[src/rtl/msd_cmd_sequencer.sv]
// ---------------------------------------------------------------------------
// msd_cmd_sequencer
//
// DDR5 command sequencer sitting between the memory-controller request queue
// and the DIMM command bus. One request (operation + 36-bit physical address)
// is accepted per handshake, its address is decoded into channel / bank group /
// bank / column / row, and the two-cycle ACT, two-cycle RD or WR and a PRE are
// issued while DRAM timing is enforced with saturating cycle counters.
//
// Build option:
//   MSD_OPEN_PAGE_EN  - when defined, rows are left open and tracked in a
//                       64-entry open-row table; a row hit goes straight to
//                       CAS, a row miss precharges first, and no trailing PRE
//                       is issued. When undefined the closed-page policy is
//                       used and no table exists.
//
// Ports:
//   clk          in   clock
//   rst          in   synchronous, active-high reset
//   req_valid    in   request present at the queue head
//   req_ready    out  sequencer can accept a request (IDLE only)
//   req_oper     in   0 data read, 1 instruction fetch, 2 write, 3 illegal
//   req_addr     in   36-bit physical address
//   cmd_valid    out  a command is on the bus this cycle
//   cmd_code     out  0 NOP,1 ACT0,2 ACT1,3 RD0,4 RD1,5 WR0,6 WR1,7 PRE
//   cmd_channel  out  addr[6]
//   cmd_bg       out  addr[9:7]
//   cmd_bank     out  addr[11:10]
//   cmd_col      out  addr[17:12]
//   cmd_row      out  addr[33:18]
//   done         out  one-cycle pulse when a request completes
//   err          out  one-cycle pulse when an illegal operation is dropped
// ---------------------------------------------------------------------------
module msd_cmd_sequencer #(
    parameter int T_RCD   = 39,
    parameter int T_RAS   = 76,
    parameter int T_RP    = 39,
    parameter int T_RTP   = 18,
    parameter int T_CWD   = 38,
    parameter int T_BURST = 8,
    parameter int T_WR    = 30
) (
    input  logic        clk,
    input  logic        rst,
    input  logic        req_valid,
    output logic        req_ready,
    input  logic [1:0]  req_oper,
    input  logic [35:0] req_addr,
    output logic        cmd_valid,
    output logic [2:0]  cmd_code,
    output logic        cmd_channel,
    output logic [2:0]  cmd_bg,
    output logic [1:0]  cmd_bank,
    output logic [5:0]  cmd_col,
    output logic [15:0] cmd_row,
    output logic        done,
    output logic        err
);

    // The counters are 8 bits wide and saturate, so every timing value has to
    // be reachable by them; the write recovery window is compared against
    // counter+1, which tops out at 256.
    if (T_RCD < 2 || T_RCD > 255 || T_RAS < 2 || T_RAS > 255 ||
        T_RP < 2 || T_RP > 255 || T_RTP < 2 || T_RTP > 255 ||
        T_CWD < 2 || T_CWD > 255 || T_BURST < 2 || T_BURST > 255 ||
        T_WR < 2 || T_WR > 255) begin : gParamRange
        $error("msd_cmd_sequencer: every timing parameter must lie in 2..255");
    end
    if (T_CWD + T_BURST + T_WR > 256) begin : gWriteRecovery
        $error("msd_cmd_sequencer: T_CWD+T_BURST+T_WR must not exceed 256");
    end

    localparam logic [9:0] P_RCD  = 10'(T_RCD);
    localparam logic [9:0] P_RAS  = 10'(T_RAS);
    localparam logic [9:0] P_RP   = 10'(T_RP);
    localparam logic [9:0] P_RTP  = 10'(T_RTP);
    localparam logic [9:0] P_WREC = 10'(T_CWD + T_BURST + T_WR);

    localparam logic [2:0] CMD_NOP  = 3'd0;
    localparam logic [2:0] CMD_ACT0 = 3'd1;
    localparam logic [2:0] CMD_ACT1 = 3'd2;
    localparam logic [2:0] CMD_RD0  = 3'd3;
    localparam logic [2:0] CMD_RD1  = 3'd4;
    localparam logic [2:0] CMD_WR0  = 3'd5;
    localparam logic [2:0] CMD_WR1  = 3'd6;
    localparam logic [2:0] CMD_PRE  = 3'd7;

    typedef enum logic [3:0] {
        IDLE, ACT0, ACT1, WAIT_RCD, CAS0, CAS1, WAIT_PRE, PRE, WAIT_RP
    } state_t;

    state_t      r_state;
    state_t      w_next;

    logic        r_isWrite;
    logic        r_lastWrite;
    logic        r_err;
    logic        r_channel;
    logic [2:0]  r_bg;
    logic [1:0]  r_bank;
    logic [5:0]  r_col;
    logic [15:0] r_row;
    logic [7:0]  r_sinceAct;
    logic [7:0]  r_sinceCas;
    logic [7:0]  r_sincePre;

    logic        w_accept;
    logic        w_illegal;
    logic        w_channel;
    logic [2:0]  w_bg;
    logic [1:0]  w_bank;
    logic [5:0]  w_col;
    logic [15:0] w_row;
    logic [9:0]  w_actPlus;
    logic [9:0]  w_casPlus;
    logic [9:0]  w_prePlus;
    logic        w_rcdOk;
    logic        w_preOk;
    logic        w_rpOk;
    logic        w_unusedAddr;

    assign w_channel    = req_addr[6];
    assign w_bg         = req_addr[9:7];
    assign w_bank       = req_addr[11:10];
    assign w_col        = req_addr[17:12];
    assign w_row        = req_addr[33:18];
    assign w_unusedAddr = ^{req_addr[35:34], req_addr[5:0]};

    assign req_ready = (r_state == IDLE) && !rst;
    assign w_accept  = req_valid && req_ready;
    assign w_illegal = (req_oper == 2'd3);

    // Counters hold "cycles since event" for the current cycle, so the value
    // they will have next cycle is counter+1; transitions test that value.
    assign w_actPlus = {2'b00, r_sinceAct} + 10'd1;
    assign w_casPlus = {2'b00, r_sinceCas} + 10'd1;
    assign w_prePlus = {2'b00, r_sincePre} + 10'd1;
    assign w_rcdOk   = (w_actPlus >= P_RCD);
    assign w_rpOk    = (w_prePlus >= P_RP);
    assign w_preOk   = (w_actPlus >= P_RAS) &&
                       (r_lastWrite ? (w_casPlus >= P_WREC) : (w_casPlus >= P_RTP));

`ifdef MSD_OPEN_PAGE_EN
    logic [63:0] r_rowValid;
    logic [15:0] r_rowTable [64];
    logic [5:0]  w_lookIdx;
    logic [5:0]  w_fillIdx;
    logic        w_hit;
    logic        w_miss;

    assign w_lookIdx = {w_channel, w_bg, w_bank};
    assign w_fillIdx = {r_channel, r_bg, r_bank};
    assign w_hit     = r_rowValid[w_lookIdx] && (r_rowTable[w_lookIdx] == w_row);
    assign w_miss    = r_rowValid[w_lookIdx] && (r_rowTable[w_lookIdx] != w_row);

    // A row becomes the open row of its bank when its ACT0 goes out; only
    // the valid bits need clearing on reset.
    always_ff @(posedge clk) begin
        if (rst) begin
            r_rowValid <= '0;
        end else if (r_state == ACT0) begin
            r_rowValid[w_fillIdx] <= 1'b1;
        end
    end

    always_ff @(posedge clk) begin
        if (r_state == ACT0) begin
            r_rowTable[w_fillIdx] <= r_row;
        end
    end
`endif

    // Next-state logic.
    always_comb begin
        w_next = r_state;
        case (r_state)
            IDLE: begin
                if (w_accept && !w_illegal) begin
`ifdef MSD_OPEN_PAGE_EN
                    if (w_hit) begin
                        w_next = w_rcdOk ? CAS0 : WAIT_RCD;
                    end else if (w_miss) begin
                        w_next = w_preOk ? PRE : WAIT_PRE;
                    end else begin
                        w_next = ACT0;
                    end
`else
                    w_next = ACT0;
`endif
                end
            end
            ACT0:     w_next = ACT1;
            ACT1:     w_next = w_rcdOk ? CAS0 : WAIT_RCD;
            WAIT_RCD: w_next = w_rcdOk ? CAS0 : WAIT_RCD;
            CAS0:     w_next = CAS1;
`ifdef MSD_OPEN_PAGE_EN
            CAS1:     w_next = IDLE;
`else
            CAS1:     w_next = w_preOk ? PRE : WAIT_PRE;
`endif
            WAIT_PRE: w_next = w_preOk ? PRE : WAIT_PRE;
            PRE:      w_next = WAIT_RP;
`ifdef MSD_OPEN_PAGE_EN
            // Only a row miss precharges, so an ACT always follows.
            WAIT_RP:  w_next = w_rpOk ? ACT0 : WAIT_RP;
`else
            WAIT_RP:  w_next = w_rpOk ? IDLE : WAIT_RP;
`endif
            default:  w_next = IDLE;
        endcase
    end

    // State, decoded request and timing counters. Each counter is zeroed as
    // its event's state is entered, so it reads 0 in the event cycle.
    always_ff @(posedge clk) begin
        if (rst) begin
            r_state     <= IDLE;
            r_isWrite   <= 1'b0;
            r_lastWrite <= 1'b0;
            r_err       <= 1'b0;
            r_channel   <= 1'b0;
            r_bg        <= '0;
            r_bank      <= '0;
            r_col       <= '0;
            r_row       <= '0;
            r_sinceAct  <= '0;
            r_sinceCas  <= '0;
            r_sincePre  <= '0;
        end else begin
            r_state <= w_next;
            r_err   <= w_accept && w_illegal;
            if (w_accept && !w_illegal) begin
                r_isWrite <= (req_oper == 2'd2);
                r_channel <= w_channel;
                r_bg      <= w_bg;
                r_bank    <= w_bank;
                r_col     <= w_col;
                r_row     <= w_row;
            end
            if (r_state == CAS0) begin
                r_lastWrite <= r_isWrite;
            end
            r_sinceAct <= (w_next == ACT0) ? 8'd0 :
                          (r_sinceAct == 8'hFF) ? 8'hFF : r_sinceAct + 8'd1;
            r_sinceCas <= (w_next == CAS0) ? 8'd0 :
                          (r_sinceCas == 8'hFF) ? 8'hFF : r_sinceCas + 8'd1;
            r_sincePre <= (w_next == PRE) ? 8'd0 :
                          (r_sincePre == 8'hFF) ? 8'hFF : r_sincePre + 8'd1;
        end
    end

    // Command bus outputs are decoded from the current state.
    always_comb begin
        cmd_valid = 1'b0;
        cmd_code  = CMD_NOP;
        case (r_state)
            ACT0: begin cmd_valid = 1'b1; cmd_code = CMD_ACT0; end
            ACT1: begin cmd_valid = 1'b1; cmd_code = CMD_ACT1; end
            CAS0: begin cmd_valid = 1'b1; cmd_code = r_isWrite ? CMD_WR0 : CMD_RD0; end
            CAS1: begin cmd_valid = 1'b1; cmd_code = r_isWrite ? CMD_WR1 : CMD_RD1; end
            PRE:  begin cmd_valid = 1'b1; cmd_code = CMD_PRE; end
            default: begin cmd_valid = 1'b0; cmd_code = CMD_NOP; end
        endcase
    end

`ifdef MSD_OPEN_PAGE_EN
    assign done = (r_state == CAS1);
`else
    assign done = (r_state == PRE);
`endif
    assign err         = r_err;
    assign cmd_channel = r_channel;
    assign cmd_bg      = r_bg;
    assign cmd_bank    = r_bank;
    assign cmd_col     = r_col;
    assign cmd_row     = r_row;

endmodule

[config.mk]
export PLATFORM = sky130hd
export DESIGN_NAME = msd_cmd_sequencer
export DESIGN_NICKNAME = d
export VERILOG_FILES = /design/src/rtl/msd_cmd_sequencer.sv
export SDC_FILE = /design/constraint.sdc
export NUM_CORES = 1
export LEC_CHECK = 0
export ABC_AREA = 0
export CORE_MARGIN = 5
export CORE_UTILIZATION = 54
export CTS_BUF_LIST = sky130_fd_sc_hd__clkbuf_2 sky130_fd_sc_hd__clkbuf_4 sky130_fd_sc_hd__clkbuf_8
export CTS_CLUSTER_DIAMETER = 200
export DETAILED_ROUTE_END_ITERATION = 10
export PLACE_DENSITY = 0.87
export SLEW_MARGIN = 40
export SYNTH_ARGS = -nofsm -noshare
export SYNTH_HDL_FRONTEND = slang
export SYNTH_SLANG_ARGS = --single-unit
[constraint.sdc]
create_clock -name clk -period 5.2 [get_ports clk]
set_clock_uncertainty 0.1 [all_clocks]
set_input_delay 1.04 -clock clk [delete_from_list [all_inputs] [get_ports clk]]
set_output_delay 1.04 -clock clk [all_outputs]
set_load 0.01 [all_outputs]
==> After elaboration in Yosys (flattened, before gate mapping) <==
Cells that the tools add are included.
Widths: inputs -> output; s select.
{ "op_classes": {"n_reduce_logical": 14, "n_lt_le_gt_ge": 5, "eq_ne": 16, "mux": 13, "addsub": 6} }
{ "ops": {"columns": ["op", "count"], "rows": [
  ["$pmux 4 s7", 1],
  ["$add 8x1->9 const B", 3],
  ["$add 8x1->8 const B", 3],
  ["$eq 4x3->1 const B", 6],
  ["$eq 8x8->1 const B", 3],
  ["$mux 8", 3],
  ["$ge 9x6->1 const B", 2],
  ["$ge 9x7->1 const B", 2],
  ["$pmux 3 s5", 1],
  ["$reduce_or 2->1", 5],
  ["$ge 9x5->1 const B", 1],
  ["$eq 4x1->1 const B", 2],
  ["$eq 4x2->1 const B", 2],
  ["$mux 4", 2],
  ["$mux 3", 2],
  ["$logic_and 1x1->1", 5],
  ["$reduce_or 5->1", 1],
  ["$eq 2x2->1 const B", 2],
  ["$eq 4x4->1 const B", 1],
  ["$logic_not 4->1", 1],
  ["$mux 1", 3],
  ["$logic_not 1->1", 2],
  ["$mux 2", 1]
]} }
{ "totals": {"inputBits": 41, "regBits": 59} }

==> Longest topological paths before layout <==
{ "logic_depth": {"depth_word": 8, "depth_mapped": 9, "depth_no_buf": 8} }

==> Worst setup path after synthesis <==
OpenSTA, ideal clock, no wires.
{ "synth_path": {"kind": "input port to output port", "start": "input rst", "end": "output req_ready", "stages": 2, "n_path_buf": 0, "slack_ns": 2.726, "arrival_time_ns": 1.334, "path_cell_list": "nor2_1 and2_1"} }
{ "synth_via": {"elab_chain_len": 2} }
{ "synth_lines": {"columns": ["element", "line", "rtl"], "rows": [
  ["from (decl)", "44", "input logic rst,"],
  ["$logic_not 1->1", "129", "assign req_ready = (r_state == IDLE) && !rst;"],
  ["$logic_and 1x1->1", "129", null],
  ["to (decl)", "46", "output logic req_ready,"]
]} }
No other way between the ends.

==> Worst setup path after layout <==
Ends and elaborated chain as after synthesis.

==> out/qor.tcl <==
set qor(p_switching_w) 0.000267
set qor(static_leak_nw) 1.33
set qor(finalWorstPathRequiredPeriod_ps) 3510
set qor(slew_violations) 0
set qor(sw_frac_of_total_pct) 25.6
set qor(finalPower_w) 0.00104
set qor(synth_async_sr_flop_share_pct) 0
set qor(clkLatencyLatePin_ps) 330
set qor(ys_ff_latch) 59
set qor(synth-adder-area-share_pct) 2.54
set qor(cts_made_buffers) 9
set qor(setup.reg_to_reg.worst_slack_ps) 2640
set qor(cts_tree) {yes}
set qor(core.rowCount) 27
set qor(maximum_number_of_pins_on_one_net_before_global_route_repair) 41
set qor(total_routed_length_um) 7200
set qor(synth_cells) 354
set qor(seq_power_share_pct) 47.2
set qor(cts-htree-levels) 3
set qor(detail_route.iter0.violations) 149
set qor(vias_per_cell) 5.56
set qor(critical_path_capture_point_type) {output port}
set qor(synth_enable_flop_cells) 0
set qor(ys_warn_count) 0
set qor(number_of_buffers_inserted_by_hold_repair_at_cts) 0
set qor(tightest_slew_ps) 761
set qor(die-area_um2) 7040
set qor(detailed_place_hpwl_um) 5010
set qor(setup_tns_after_final_layout_ps) 0
set qor(path_cells) {clkdlybuf4s50_1, nor2_1, and2_1, clkdlybuf4s50_1}
set qor(gp_congestion) 0.821
set qor(clk_pin_slew_ps) 70
set qor(relative_slew_margins_pct) 49.1
set qor(core_um2) 5410
set qor(setup-violations-final) 0
set qor(critPathLaunchType) {primary input}
set qor(groute.layer.met1.usage_pct) 25.9
set qor(vias) 2706
set qor(synth.cell_area_um2) 2950
set qor(max_freq_mhz) 285
set qor(global_route.peak_usage_layer) {met2}
set qor(fraction_of_layout_instances_using_a_drive_strength_above_1_pct) 8.92
set qor(critical-path-top-cell-by-count) {clkdlybuf4s50_1}
set qor(first_global_vias) 2446
set qor(number_of_antenna_violations_at_the_first_check_in_global_routing) 0
set qor(avgSynthCellArea_um2) 8.33
set qor(grt_util_met3_pct) 5.13
set qor(cts_repair_resize_count) 0
set qor(critical_path.max_stage_delay_ps) 550
set qor(port-buffer-count) 67
set qor(grt_util_all_layers_pct) 20.3
set qor(yosys-mux-area-fraction_pct) 1.23
set qor(crit_slowest_cell) {clkdlybuf4s50_1}
set qor(numClockSinks) 59
set qor(power.density_cell_area_nw_per_um2) 274
set qor(max_cap_violations) 0
set qor(first_pass_iters) 4
set qor(synth-compound-area-share_pct) 23.5
set qor(ys_dominant_reg_cell) {dfxtp_1}
set qor(mappedNetlistNets) 401
set qor(cp_data_arrival_time_ps) 2370
set qor(yosysUniqueCellTypes) 60
set qor(synth_sequential_area_ratio_pct) 40.0
set qor(synth_xor_xnor_area_share_pct) 3.27
set qor(cts_max_path_buffers) 2
set qor(timing.setup.critical_path_class) {primary input to output port}
set qor(min_period_over_period_pct) 67.5
set qor(pwr-share-clk_pct) 38.7
set qor(r2r.worst_path.cells) 7
set qor(fin_nets) 458
set qor(power.share.combinational_pct) 14.0
set qor(combinational_family_with_the_most_area_after_synthesis) {simple AND/OR/NAND/NOR gates}
set qor(vdd_drop_max_uv) 137
set qor(grt_first_pass_wirelength_um) 11800
set qor(globalRouteOverflowTotal) 0
set qor(final-hold-violation-count) 0
set qor(initial_core_util_pct) 54.6
set qor(status) {finished, final reports clean}
set qor(largest_fanout_on_the_critical_path) 3
set qor(cts_setup_buffers) 0
set qor(unrepaired_setup_endpoints_after_global_routing) {false}
set qor(crit_buf_inv) 2
set qor(remaining_drc_errors) 0
set qor(groute.layer.met2.usage_pct) 33.0
set qor(cp_top_family) {buffers and inverters}
set qor(p_int_w) 0.000777
set qor(die_height_um) 83.9
set qor(critical_path_depth) 4
set qor(count_of_antenna_violating_nets_left_after_detailed_routing) 0
set qor(cts.root.buffer_cell) {clkbuf_8}
set qor(hold_path_class) {flip-flop to flip-flop}
set qor(synthToLayoutAreaGrowth_pct) 29.0
set qor(ioPinCount) 76
set qor(drt-wirelength-per-cell_um) 14.8
set qor(worst-endpoint-required_ps) 4060
set qor(synthSimpleGateAreaFrac_pct) 24.4
set qor(whs_path_depth) 2
set qor(chipWidth_um) 83.9
set qor(n_antenna_cell) 0
[Yosys cell counts, types with 2 or more instances]
| cell | number | area (um2) |
|---|---|---|
| a211oi_1 | 6 | 45.0 |
| a211oi_2 | 2 | 25.0 |
| a21oi_1 | 52 | 260 |
| a221oi_1 | 5 | 43.8 |
| a31oi_1 | 3 | 18.8 |
| and3_1 | 6 | 37.5 |
| and3b_1 | 3 | 26.3 |
| and4_1 | 3 | 26.3 |
| buf_2 | 9 | 45.0 |
| buf_4 | 3 | 22.5 |
| buf_6 | 2 | 22.5 |
| clkbuf_1 | 8 | 30.0 |
| dfxtp_1 | 59 | 1180 |
| ha_1 | 6 | 75.1 |
| inv_1 | 6 | 22.5 |
| nand2_1 | 70 | 263 |
| nand2b_1 | 6 | 37.5 |
| nand3_1 | 14 | 70.1 |
| nand4_1 | 3 | 18.8 |
| nor2_1 | 17 | 63.8 |
| nor2b_1 | 2 | 12.5 |
| nor3_1 | 12 | 60.1 |
| nor3_2 | 2 | 20.0 |
| o21a_1 | 2 | 15.0 |
| o21ai_0 | 5 | 25.0 |
| o21ai_1 | 2 | 10.0 |
| o221a_2 | 2 | 22.5 |
| o22ai_1 | 2 | 12.5 |
| or3_1 | 2 | 12.5 |
| xnor2_1 | 5 | 43.8 |
| xor2_1 | 6 | 52.6 |
[worst reg2reg max path, stage by stage (launching register included)]
cell	delay (ps)
dfxtp_1	490
ha_1	450
and3b_1	250
a22oi_1	180
nor3b_1	80
o32a_1	440
o21bai_4	290
a221oi_1	150
[per-layer routing]
layer	part of all wire, %	vias to the layer above	wire (um)
li1	-	1369	-
met1	45	1275	3220
met2	50	53	3610
met3	3.7	9	270
met4	1.5	0	107
met5	0	-	0
[flip-flops by register name, summed over array words and instances, names as in the netlist]
register and cells:
cmd_channel 1, r_lastWrite 1, cmd_bg 3, r_sincePre 8
r_sinceCas 8, cmd_row 16, cmd_col 6, r_isWrite 1
cmd_bank 2, r_state 4, err 1, r_sinceAct 8
[power groups by stage]
stage	registers, W	logic, W	clock network (W)
4_1_cts	0.000492	0.000147	0.000414
6_report	0.000493	0.000146	0.000404
3_3_place_gp	0.000501	0.000141	0
5_1_grt	0.000496	0.000159	0.000438
2_1_floorplan	0.000498	0.0000804	0
3_5_place_dp	0.000502	0.000146	0
[logic make-up (layout without fill, tap and decap cells)]
kind of cell / after synthesis / after routing
mux: 3 / 3
compound gates: 97 / 97
fa+ha+maj: 6 / 6
simple gates: 149 / 149
flops: 59 / 59
buf+inv: 29 / 90
xor+xnor: 11 / 11
[cells in the final DEF (no fill, tap or decap), types with 6 or more instances in the layout]
cell,count
a21oi_1,51
xor2_1,6
clkdlybuf4s50_1,67
nand3_1,14
nor3_1,12
nor2_1,17
and3_1,6
ha_1,6
nand2_1,70
a211oi_1,6
clkbuf_8,10
inv_1,6
dfxtp_1,59
nand2b_1,6
[layout make-up]
class / count / area (um2)
well taps: 72 / 90.1
clock inverters: 5 / 53.8
multi-input cells: 266 / 1630
fillers: 424 / 1600
clock buffers: 10 / 138
repair buffers: 69 / 686
inverters: 6 / 22.5
flip-flops and latches: 59 / 1180
[metrics by stage]
stage          setup slack [ps]  std cells  area [um2]  hold slack (ps)  util, %
2_1_floorplan              2730        354        2950              381        -
3_3_place_gp               1720        472        3610              341     66.7
3_5_place_dp               1690        472        3610              347     66.9
4_1_cts                    1690        487        3800              355     70.4
5_1_grt                    1590        487        3800              388     70.4
6_report                   1690        487        3800              355     70.4
[worst paths after layout]
kind,to,startpoint
setup / recovery,req_ready,rst
hold / removal,cmd_row[15],cmd_row[15]
setup reg to reg,r_sinceCas[0],r_sinceAct[0]
hold reg to reg,cmd_row[15],cmd_row[15]
Note: power is estimated with default switching activity, not from simulation.
